## config.mk

```make
export PLATFORM = sky130hd
export DESIGN_NAME = psram_uart_bridge_flat
export DESIGN_NICKNAME = d
export VERILOG_FILES = /design/src/rtl/psram_bridge_pkg.sv /design/src/rtl/psram_uart_bridge_if.sv /design/src/rtl/psram_bridge_watchdog.sv /design/src/rtl/psram_uart_bridge.sv /design/src/flat_wrapper.sv
export SDC_FILE = /design/constraint.sdc
export NUM_CORES = 1
export LEC_CHECK = 0
export ABC_AREA = 1
export CAP_MARGIN = 15
export CORE_ASPECT_RATIO = 0.8
export CORE_MARGIN = 2
export CORE_UTILIZATION = 60
export CTS_CLUSTER_DIAMETER = 30
export DETAILED_ROUTE_END_ITERATION = 6
export DONT_BUFFER_PORTS = 1
export PLACE_DENSITY = 0.85
export SLEW_MARGIN = 25
export SYNTH_ARGS = -nofsm -noshare
export SYNTH_HDL_FRONTEND = slang
export SYNTH_HIERARCHICAL = 1
export SYNTH_SLANG_ARGS = --single-unit
```

## constraint.sdc

```tcl
create_clock -name mem_clk -period 1.75 [get_ports mem_clk]
set_input_delay 0.525 -clock mem_clk [delete_from_list [all_inputs] [get_ports mem_clk]]
set_output_delay 0.525 -clock mem_clk [all_outputs]
set_load 0.01 [all_outputs]
```

## src/rtl/psram_bridge_pkg.sv

```systemverilog
// Shared constants and FSM state type for the PSRAM UART command bridge.
package psram_bridge_pkg;

   localparam logic [7:0] OP_WRITE = 8'h57;
   localparam logic [7:0] OP_READ  = 8'h52;

   localparam logic [7:0] RSP_ACK  = 8'h4B;
   localparam logic [7:0] RSP_ERR  = 8'h3F;
   localparam logic [7:0] RSP_BUSY = 8'h42;
   localparam logic [7:0] RSP_TMO  = 8'h54;

   localparam logic [1:0] RW_IDLE  = 2'd0;
   localparam logic [1:0] RW_WRITE = 2'd1;
   localparam logic [1:0] RW_READ  = 2'd2;

   typedef enum logic [2:0] {
      ST_IDLE,
      ST_ADDR,
      ST_DATA,
      ST_ISSUE,
      ST_GUARD,
      ST_WAIT_END,
      ST_RESP_HI,
      ST_RESP_LO
   } state_e;

   function automatic logic is_opcode(input logic [7:0] b);
      return (b == OP_WRITE) || (b == OP_READ);
   endfunction

endpackage

```

## src/rtl/psram_uart_bridge_if.sv

```systemverilog
// UART byte streams plus PSRAM command/response signals seen by the bridge.
interface psram_uart_bridge_if;

   logic [7:0]  rx_data;
   logic        rx_valid;
   logic [7:0]  tx_data;
   logic        tx_valid;
   logic        tx_ready;
   logic        qpi_on;
   logic        endcommand;
   logic [15:0] data_out;
   logic [22:0] address;
   logic [1:0]  read_write;
   logic        quad_start;
   logic [15:0] data_in;

   modport master (
      input  rx_data, rx_valid, tx_ready, qpi_on, endcommand, data_out,
      output tx_data, tx_valid, address, read_write, quad_start, data_in
   );

   modport slave (
      output rx_data, rx_valid, tx_ready, qpi_on, endcommand, data_out,
      input  tx_data, tx_valid, address, read_write, quad_start, data_in
   );

endinterface

```

## src/rtl/psram_bridge_watchdog.sv

```systemverilog
// Inter-byte gap counter; expired holds once TIMEOUT_CYCLES idle cycles have elapsed.
module psram_bridge_watchdog #(
   parameter logic [23:0] TIMEOUT_CYCLES = 24'd8_400_000
) (
   input  logic clk,
   input  logic srst,
   input  logic clear,
   input  logic enable,
   output logic expired
);

   logic [23:0] count_q;
   logic [23:0] count_d;

   assign expired = (count_q == TIMEOUT_CYCLES);

   always_comb begin
      count_d = count_q;
      if (clear) begin
         count_d = '0;
      end else if (enable && !expired) begin
         count_d = count_q + 24'd1;
      end
   end

   always_ff @(posedge clk) begin
      if (srst) begin
         count_q <= '0;
      end else begin
         count_q <= count_d;
      end
   end

endmodule

```

## src/rtl/psram_uart_bridge.sv

```systemverilog
// Assembles UART frames into PSRAM read/write commands and returns the response bytes.
// Optional frame timeout is enabled by defining PSRAM_BRIDGE_TIMEOUT_EN.
module psram_uart_bridge
   import psram_bridge_pkg::*;
#(
   parameter logic [23:0] TIMEOUT_CYCLES = 24'd8_400_000,
   parameter int unsigned GUARD_CYCLES   = 3
) (
   input  logic                       mem_clk,
   input  logic                       rst,
   psram_uart_bridge_if.master        bus,
   output logic                       busy,
   output logic                       overrun
);

   // GUARD always lasts at least one cycle, even if GUARD_CYCLES is 0.
   localparam logic [7:0] GUARD_LAST = (GUARD_CYCLES > 1) ? 8'(GUARD_CYCLES - 1) : 8'd0;

   state_e      state_q, state_d;
   logic [1:0]  idx_q, idx_d;
   logic        is_read_q, is_read_d;
   logic [22:0] addr_q, addr_d;
   logic [15:0] wdata_q, wdata_d;
   logic [7:0]  rd_lo_q, rd_lo_d;
   logic [7:0]  guard_q, guard_d;
   logic [7:0]  tx_data_q, tx_data_d;
   logic        tx_valid_q, tx_valid_d;
   logic [22:0] address_q, address_d;
   logic [1:0]  read_write_q, read_write_d;
   logic        quad_start_q, quad_start_d;
   logic [15:0] data_in_q, data_in_d;
   logic        busy_q, busy_d;
   logic        overrun_q, overrun_d;

   logic        accepting;
   logic        rx_accept;
   logic        wdg_expired;
   logic [22:0] addr_shift;
   logic [15:0] wdata_shift;

   assign accepting   = (state_q == ST_IDLE) || (state_q == ST_ADDR) || (state_q == ST_DATA);
   assign rx_accept   = bus.rx_valid && accepting;
   assign addr_shift  = {addr_q[14:0], bus.rx_data};
   assign wdata_shift = {wdata_q[7:0], bus.rx_data};

`ifdef PSRAM_BRIDGE_TIMEOUT_EN
   logic wdg_enable;
   logic wdg_clear;

   assign wdg_enable = (state_q == ST_ADDR) || (state_q == ST_DATA);
   assign wdg_clear  = rx_accept || !wdg_enable;

   psram_bridge_watchdog #(
      .TIMEOUT_CYCLES (TIMEOUT_CYCLES)
   ) u_watchdog (
      .clk     (mem_clk),
      .srst    (rst),
      .clear   (wdg_clear),
      .enable  (wdg_enable),
      .expired (wdg_expired)
   );
`else
   logic unused_timeout;

   assign wdg_expired    = 1'b0;
   assign unused_timeout = ^TIMEOUT_CYCLES;
`endif

   always_comb begin
      state_d      = state_q;
      idx_d        = idx_q;
      is_read_d    = is_read_q;
      addr_d       = addr_q;
      wdata_d      = wdata_q;
      rd_lo_d      = rd_lo_q;
      guard_d      = guard_q;
      tx_data_d    = tx_data_q;
      tx_valid_d   = tx_valid_q;
      address_d    = address_q;
      read_write_d = read_write_q;
      quad_start_d = 1'b0;
      data_in_d    = data_in_q;
      overrun_d    = overrun_q || (bus.rx_valid && !accepting);

      case (state_q)
         ST_IDLE: begin
            if (bus.rx_valid) begin
               if (is_opcode(bus.rx_data) && bus.qpi_on) begin
                  is_read_d = (bus.rx_data == OP_READ);
                  idx_d     = 2'd0;
                  state_d   = ST_ADDR;
               end else begin
                  tx_data_d  = is_opcode(bus.rx_data) ? RSP_BUSY : RSP_ERR;
                  tx_valid_d = 1'b1;
                  state_d    = ST_RESP_LO;
               end
            end
         end
         ST_ADDR: begin
            if (bus.rx_valid) begin
               addr_d = addr_shift;
               idx_d  = idx_q + 2'd1;
               if (idx_q == 2'd2) begin
                  idx_d = 2'd0;
                  if (is_read_q) begin
                     address_d    = addr_shift;
                     read_write_d = RW_READ;
                     quad_start_d = 1'b1;
                     state_d      = ST_ISSUE;
                  end else begin
                     state_d = ST_DATA;
                  end
               end
            end else if (wdg_expired) begin
               tx_data_d  = RSP_TMO;
               tx_valid_d = 1'b1;
               state_d    = ST_RESP_LO;
            end
         end
         ST_DATA: begin
            if (bus.rx_valid) begin
               wdata_d = wdata_shift;
               idx_d   = idx_q + 2'd1;
               if (idx_q == 2'd1) begin
                  address_d    = addr_q;
                  data_in_d    = wdata_shift;
                  read_write_d = RW_WRITE;
                  quad_start_d = 1'b1;
                  state_d      = ST_ISSUE;
               end
            end else if (wdg_expired) begin
               tx_data_d  = RSP_TMO;
               tx_valid_d = 1'b1;
               state_d    = ST_RESP_LO;
            end
         end
         ST_ISSUE: begin
            guard_d = 8'd0;
            state_d = ST_GUARD;
         end
         ST_GUARD: begin
            if (guard_q == GUARD_LAST) begin
               state_d = ST_WAIT_END;
            end else begin
               guard_d = guard_q + 8'd1;
            end
         end
         ST_WAIT_END: begin
            if (bus.endcommand) begin
               read_write_d = RW_IDLE;
               tx_valid_d   = 1'b1;
               if (is_read_q) begin
                  tx_data_d = bus.data_out[15:8];
                  rd_lo_d   = bus.data_out[7:0];
                  state_d   = ST_RESP_HI;
               end else begin
                  tx_data_d = RSP_ACK;
                  state_d   = ST_RESP_LO;
               end
            end
         end
         ST_RESP_HI: begin
            if (bus.tx_ready) begin
               tx_data_d = rd_lo_q;
               state_d   = ST_RESP_LO;
            end
         end
         ST_RESP_LO: begin
            if (bus.tx_ready) begin
               tx_valid_d = 1'b0;
               state_d    = ST_IDLE;
            end
         end
         default: begin
            state_d = ST_IDLE;
         end
      endcase

      busy_d = (state_d != ST_IDLE);
   end

   always_ff @(posedge mem_clk) begin
      if (rst) begin
         state_q      <= ST_IDLE;
         idx_q        <= '0;
         is_read_q    <= 1'b0;
         addr_q       <= '0;
         wdata_q      <= '0;
         rd_lo_q      <= '0;
         guard_q      <= '0;
         tx_data_q    <= '0;
         tx_valid_q   <= 1'b0;
         address_q    <= '0;
         read_write_q <= RW_IDLE;
         quad_start_q <= 1'b0;
         data_in_q    <= '0;
         busy_q       <= 1'b0;
         overrun_q    <= 1'b0;
      end else begin
         state_q      <= state_d;
         idx_q        <= idx_d;
         is_read_q    <= is_read_d;
         addr_q       <= addr_d;
         wdata_q      <= wdata_d;
         rd_lo_q      <= rd_lo_d;
         guard_q      <= guard_d;
         tx_data_q    <= tx_data_d;
         tx_valid_q   <= tx_valid_d;
         address_q    <= address_d;
         read_write_q <= read_write_d;
         quad_start_q <= quad_start_d;
         data_in_q    <= data_in_d;
         busy_q       <= busy_d;
         overrun_q    <= overrun_d;
      end
   end

   assign bus.tx_data    = tx_data_q;
   assign bus.tx_valid   = tx_valid_q;
   assign bus.address    = address_q;
   assign bus.read_write = read_write_q;
   assign bus.quad_start = quad_start_q;
   assign bus.data_in    = data_in_q;
   assign busy           = busy_q;
   assign overrun        = overrun_q;

endmodule

```

## src/flat_wrapper.sv

```systemverilog
// flat-port wrapper written by rule: the top's interface ports become plain ports
module psram_uart_bridge_flat import psram_bridge_pkg::*;
#(
   parameter logic [23:0] TIMEOUT_CYCLES = 24'd8_400_000,
   parameter int unsigned GUARD_CYCLES   = 3
)
  (mem_clk, rst, busy, overrun, bus_rx_data, bus_rx_valid, bus_tx_ready, bus_qpi_on, bus_endcommand, bus_data_out, bus_tx_data, bus_tx_valid, bus_address, bus_read_write, bus_quad_start, bus_data_in);
  psram_uart_bridge_if bus_i ();
  input  logic mem_clk;
  input  logic rst;
  output logic busy;
  output logic overrun;
  input wire logic [$bits(bus_i.rx_data)-1:0] bus_rx_data;
  input wire logic [$bits(bus_i.rx_valid)-1:0] bus_rx_valid;
  input wire logic [$bits(bus_i.tx_ready)-1:0] bus_tx_ready;
  input wire logic [$bits(bus_i.qpi_on)-1:0] bus_qpi_on;
  input wire logic [$bits(bus_i.endcommand)-1:0] bus_endcommand;
  input wire logic [$bits(bus_i.data_out)-1:0] bus_data_out;
  output wire logic [$bits(bus_i.tx_data)-1:0] bus_tx_data;
  output wire logic [$bits(bus_i.tx_valid)-1:0] bus_tx_valid;
  output wire logic [$bits(bus_i.address)-1:0] bus_address;
  output wire logic [$bits(bus_i.read_write)-1:0] bus_read_write;
  output wire logic [$bits(bus_i.quad_start)-1:0] bus_quad_start;
  output wire logic [$bits(bus_i.data_in)-1:0] bus_data_in;
  assign bus_i.rx_data = bus_rx_data;
  assign bus_i.rx_valid = bus_rx_valid;
  assign bus_i.tx_ready = bus_tx_ready;
  assign bus_i.qpi_on = bus_qpi_on;
  assign bus_i.endcommand = bus_endcommand;
  assign bus_i.data_out = bus_data_out;
  assign bus_tx_data = bus_i.tx_data;
  assign bus_tx_valid = bus_i.tx_valid;
  assign bus_address = bus_i.address;
  assign bus_read_write = bus_i.read_write;
  assign bus_quad_start = bus_i.quad_start;
  assign bus_data_in = bus_i.data_in;
  psram_uart_bridge #(.TIMEOUT_CYCLES(TIMEOUT_CYCLES), .GUARD_CYCLES(GUARD_CYCLES)) u_core (.mem_clk(mem_clk), .rst(rst), .bus(bus_i), .busy(busy), .overrun(overrun));
endmodule
```

==> results.toml <==
[global_routing]
grt_overflow_total = 0
grt_max_degree = 47
grt_pass1_vias = 4089
grt.total_usage_pct = 26.10
grt_first_pass_wirelength_um = 18550
antenna_found_initial = 0

[logic_synthesis]
synth_top_area_cell = "dfxtp_1"
syn-num-nets = 718
yosys.area_share.simple_pct = 24.51
yosysSeqAreaShare_pct = 44.36
ys_ff_latch = 106
syn-mean-instance-area_sq_um = 7.014
synth_compound_area_share_pct = 18.75
yosysWarningCount = 6
synth_area_leaders = "dfxtp_1 44%, nand2_1 9.3%, a21oi_1 7.4%, nor2_1 6.7%, inv_1 6.1%"
synthMuxAreaShare_pct = 0
synth_cells = 682
synth_top_area_share_pct = 44.36
synthXorXnorAreaFrac_pct = 0
synth_top_family_by_area = "simple AND/OR/NAND/NOR gates"
ys_types = 27
syn_area_sq_um = 4783
synth_fa_ha_area_share_pct = 1.569

[floorplan]
start_util_pct = 61.03
core.rowCount = 29
die_x_um = 103.8
die-area_sq_um = 8707
die_h_um = 83.86
core_sq_um = 7838
num_io_pins = 83

[critical_path]
cp.depth = 8
worstSetupStartpointType = "flop"
crit_family = "simple AND/OR/NAND/NOR gates"
arrival_ns = 1.89
worstPathCellList = "ha_1, nand3_1, nor2_1, nor2_1, nor2_1, nor2_1, nor2_1, nor2_1"
rr_endpoint = "u_core/guard_q[2]$_SDFFE_PP0P_"
rr_worst_depth = 8
crit_buf_inv = 0
path_class = "reg2reg"
critPathSlowestCell = "dfxtp_1"
crit_path_end_kind = "flop"
timing.rr.start = "u_core/guard_q[1]$_SDFFE_PP0P_"
cp.required_ns = 2.02
ff2ff_setup_slack_ns = 0.13
cpMostUsedCell = "nor2_1"
crit_fanout = 6
crit_path_max_incr_delay_ns = 0.45

[routing]
drt_iter0_drc = 211
wl_per_cell_um = 14.16
wirelength_um = 11260
drc_errors = 0
drt-pass1-iter-count = 5
dr_total_vias = 4371
detail-route-antenna-nets = 0
via_per_inst = 5.498

[pwr]
power_density_nw_per_um2 = 1499
leakage_nw = 2.124
peakVddDrop_mv = 0.6481

[place]
pre_cts_slack_ns = 0.001336
io_buffers = 0
gp_congestion = 0.9190
dpl.cell_count = 779
dp_hpwl_um = 8171

[cts]
cts_buffers = 9
root_buffer = "clkbuf_8"
cts_htree_levels = 3
clk_path_buf_depth = 2
clock_latency_ns = 0.37
cts_sinks = 106
clk_pin_slew_ns = 0.09
cts_tree = "done"
cts_setup_buffers = 0

[final_layout]
insertedDiodeCount = 0
fin_cells = 795
fill_cells = 707
drive_gt1_share_pct = 10.19
most-common-layout-cells = "119 x nand2_1, 104 x dfxtp_1, 85 x nor2_1, 77 x inv_1, 71 x a21oi_1"
area_growth_syn_to_layout_pct = 7.978
final_nets = 718
layout_commonest_cell = "nand2_1"

[sta]
worstMarginPinSlew_ns = 0.3927
fmaxAchievable_mhz = 617.3
fin_ws_ns = 0.1299
setup_tns_ns = 0
final.period_utilization_pct = 92.58
final-setup-viol-count = 0
fin_crit_ns = 1.620
slew_viol_final = 0
worst_clock_skew_ns = 0.008769
hold_violations = 0
relSlewSlack_pct = 73.73
rsz0062_at_grt = "no"

[run_status]
status = "complete, no violations"

[hold_path]
hold_end = "u_core/bus.read_write[0]$_SDFFE_PP0P_"
hold_depth = 1
worstHoldStart = "rst"
min_path_type = "in2reg"

[run]
max-cap-violations = 0
[stage by stage]
step / instance area, sq um / util, % / total power, mW / hold slack [ns]
finish: 5165 / 65.90 / 7.743 / 0.2118
global route: 5165 / 65.90 / 8.273 / 0.1997
CTS: 5151 / 65.72 / 7.710 / 0.2034
detailed placement: 4949 / 63.14 / 6.186 / 0.4458
global placement: 4949 / 63.14 / 6.065 / 0.4362
floorplan: 4783 / - / 5.574 / 0.4299
[power by group]
part / total (mW) / switching, mW / internal [mW] / leakage, nW
Combinational: 2.66 / 1.73 / 0.934 / 1.16
Clock: 1.52 / 0.820 / 0.703 / 0.103
Sequential: 3.56 / 0.580 / 2.98 / 0.863
[metal layers]
metal / wire, um / global-route usage, %
met1: 5011 / 33.61
met3: 940 / 9.290
met4: 110 / 7.371
met5: 0 / 0
met2: 5197 / 41.63
[synthesized netlist by cell type]
| library cell | number |
|---|---|
| dfxtp_1 | 106 |
| nor2_4 | 4 |
| o21ai_0 | 57 |
| nand3_2 | 1 |
| nand3_1 | 39 |
| nor2_1 | 85 |
| a21oi_1 | 71 |
| nor2_8 | 1 |
| buf_2 | 12 |
| ha_1 | 6 |
| nand2_1 | 119 |
| a22o_1 | 1 |
| nand2_2 | 4 |
| inv_4 | 1 |
| buf_1 | 4 |
| o21ai_1 | 48 |
| inv_2 | 10 |
| o211ai_1 | 1 |
| inv_1 | 78 |
| nor2_2 | 6 |
| buf_6 | 3 |
| buf_4 | 4 |
| nor3_1 | 3 |
| clkbuf_1 | 11 |
| nand4_1 | 5 |
| nor4_1 | 1 |
| nand4_4 | 1 |
[worst max path at each step]
stage / to / from
after global routing: u_core/bus.address[1]$_SDFFE_PP0P_ / u_core/state_q[1]$_SDFF_PP0_
after floorplan: u_core/bus.tx_data[2]$_SDFFE_PP0P_ / bus_rx_valid
final: u_core/guard_q[2]$_SDFFE_PP0P_ / u_core/guard_q[1]$_SDFFE_PP0P_
after detailed placement: u_core/bus.tx_data[4]$_SDFFE_PP0P_ / bus_rx_data[5]
after global placement: u_core/bus.tx_data[1]$_SDFFE_PP0P_ / bus_rx_data[5]
after CTS: u_core/bus.tx_data[4]$_SDFFE_PP0P_ / u_core/state_q[2]$_SDFF_PP0_
[cell families after synthesis]
| logic type | count (synthesis) |
|---|---|
| compound gates | 178 |
| flops | 106 |
| simple gates | 269 |
| buf+inv | 123 |
| fa+ha+maj | 6 |
[state kept, by name, summed over array words and instances (netlist names)]
name,flops
u_core/addr_q,23
u_core/busy,1
u_core/bus.data_in,16
u_core/bus.tx_valid,1
u_core/bus.read_write,2
u_core/idx_q,2
u_core/bus.tx_data,8
u_core/is_read_q,1
u_core/bus.quad_start,1
u_core/state_q,3
u_core/overrun,1
u_core/rd_lo_q,8
u_core/guard_q,8
u_core/wdata_q,8
u_core/bus.address,23
[cell type report]
cell class                 count  area (sq um)  share of cell area [%]
clock buffer                  10         137.6                   2.665
clock inverter                 6         65.06                   1.260
inverter                      89         336.6                   6.516
multi-input combinational    453          2152                   41.67
sequential                   106          2125                   41.13
tap                          108         135.1                   2.616
timing repair buffer          23         214.0                   4.142
[what timing repair did]
item                                    CTS  global route
gates resized for setup                   0             4
hold buffers                              0             0
endpoints found under the setup margin    0            13
Power figures use the tool's default switching activity.
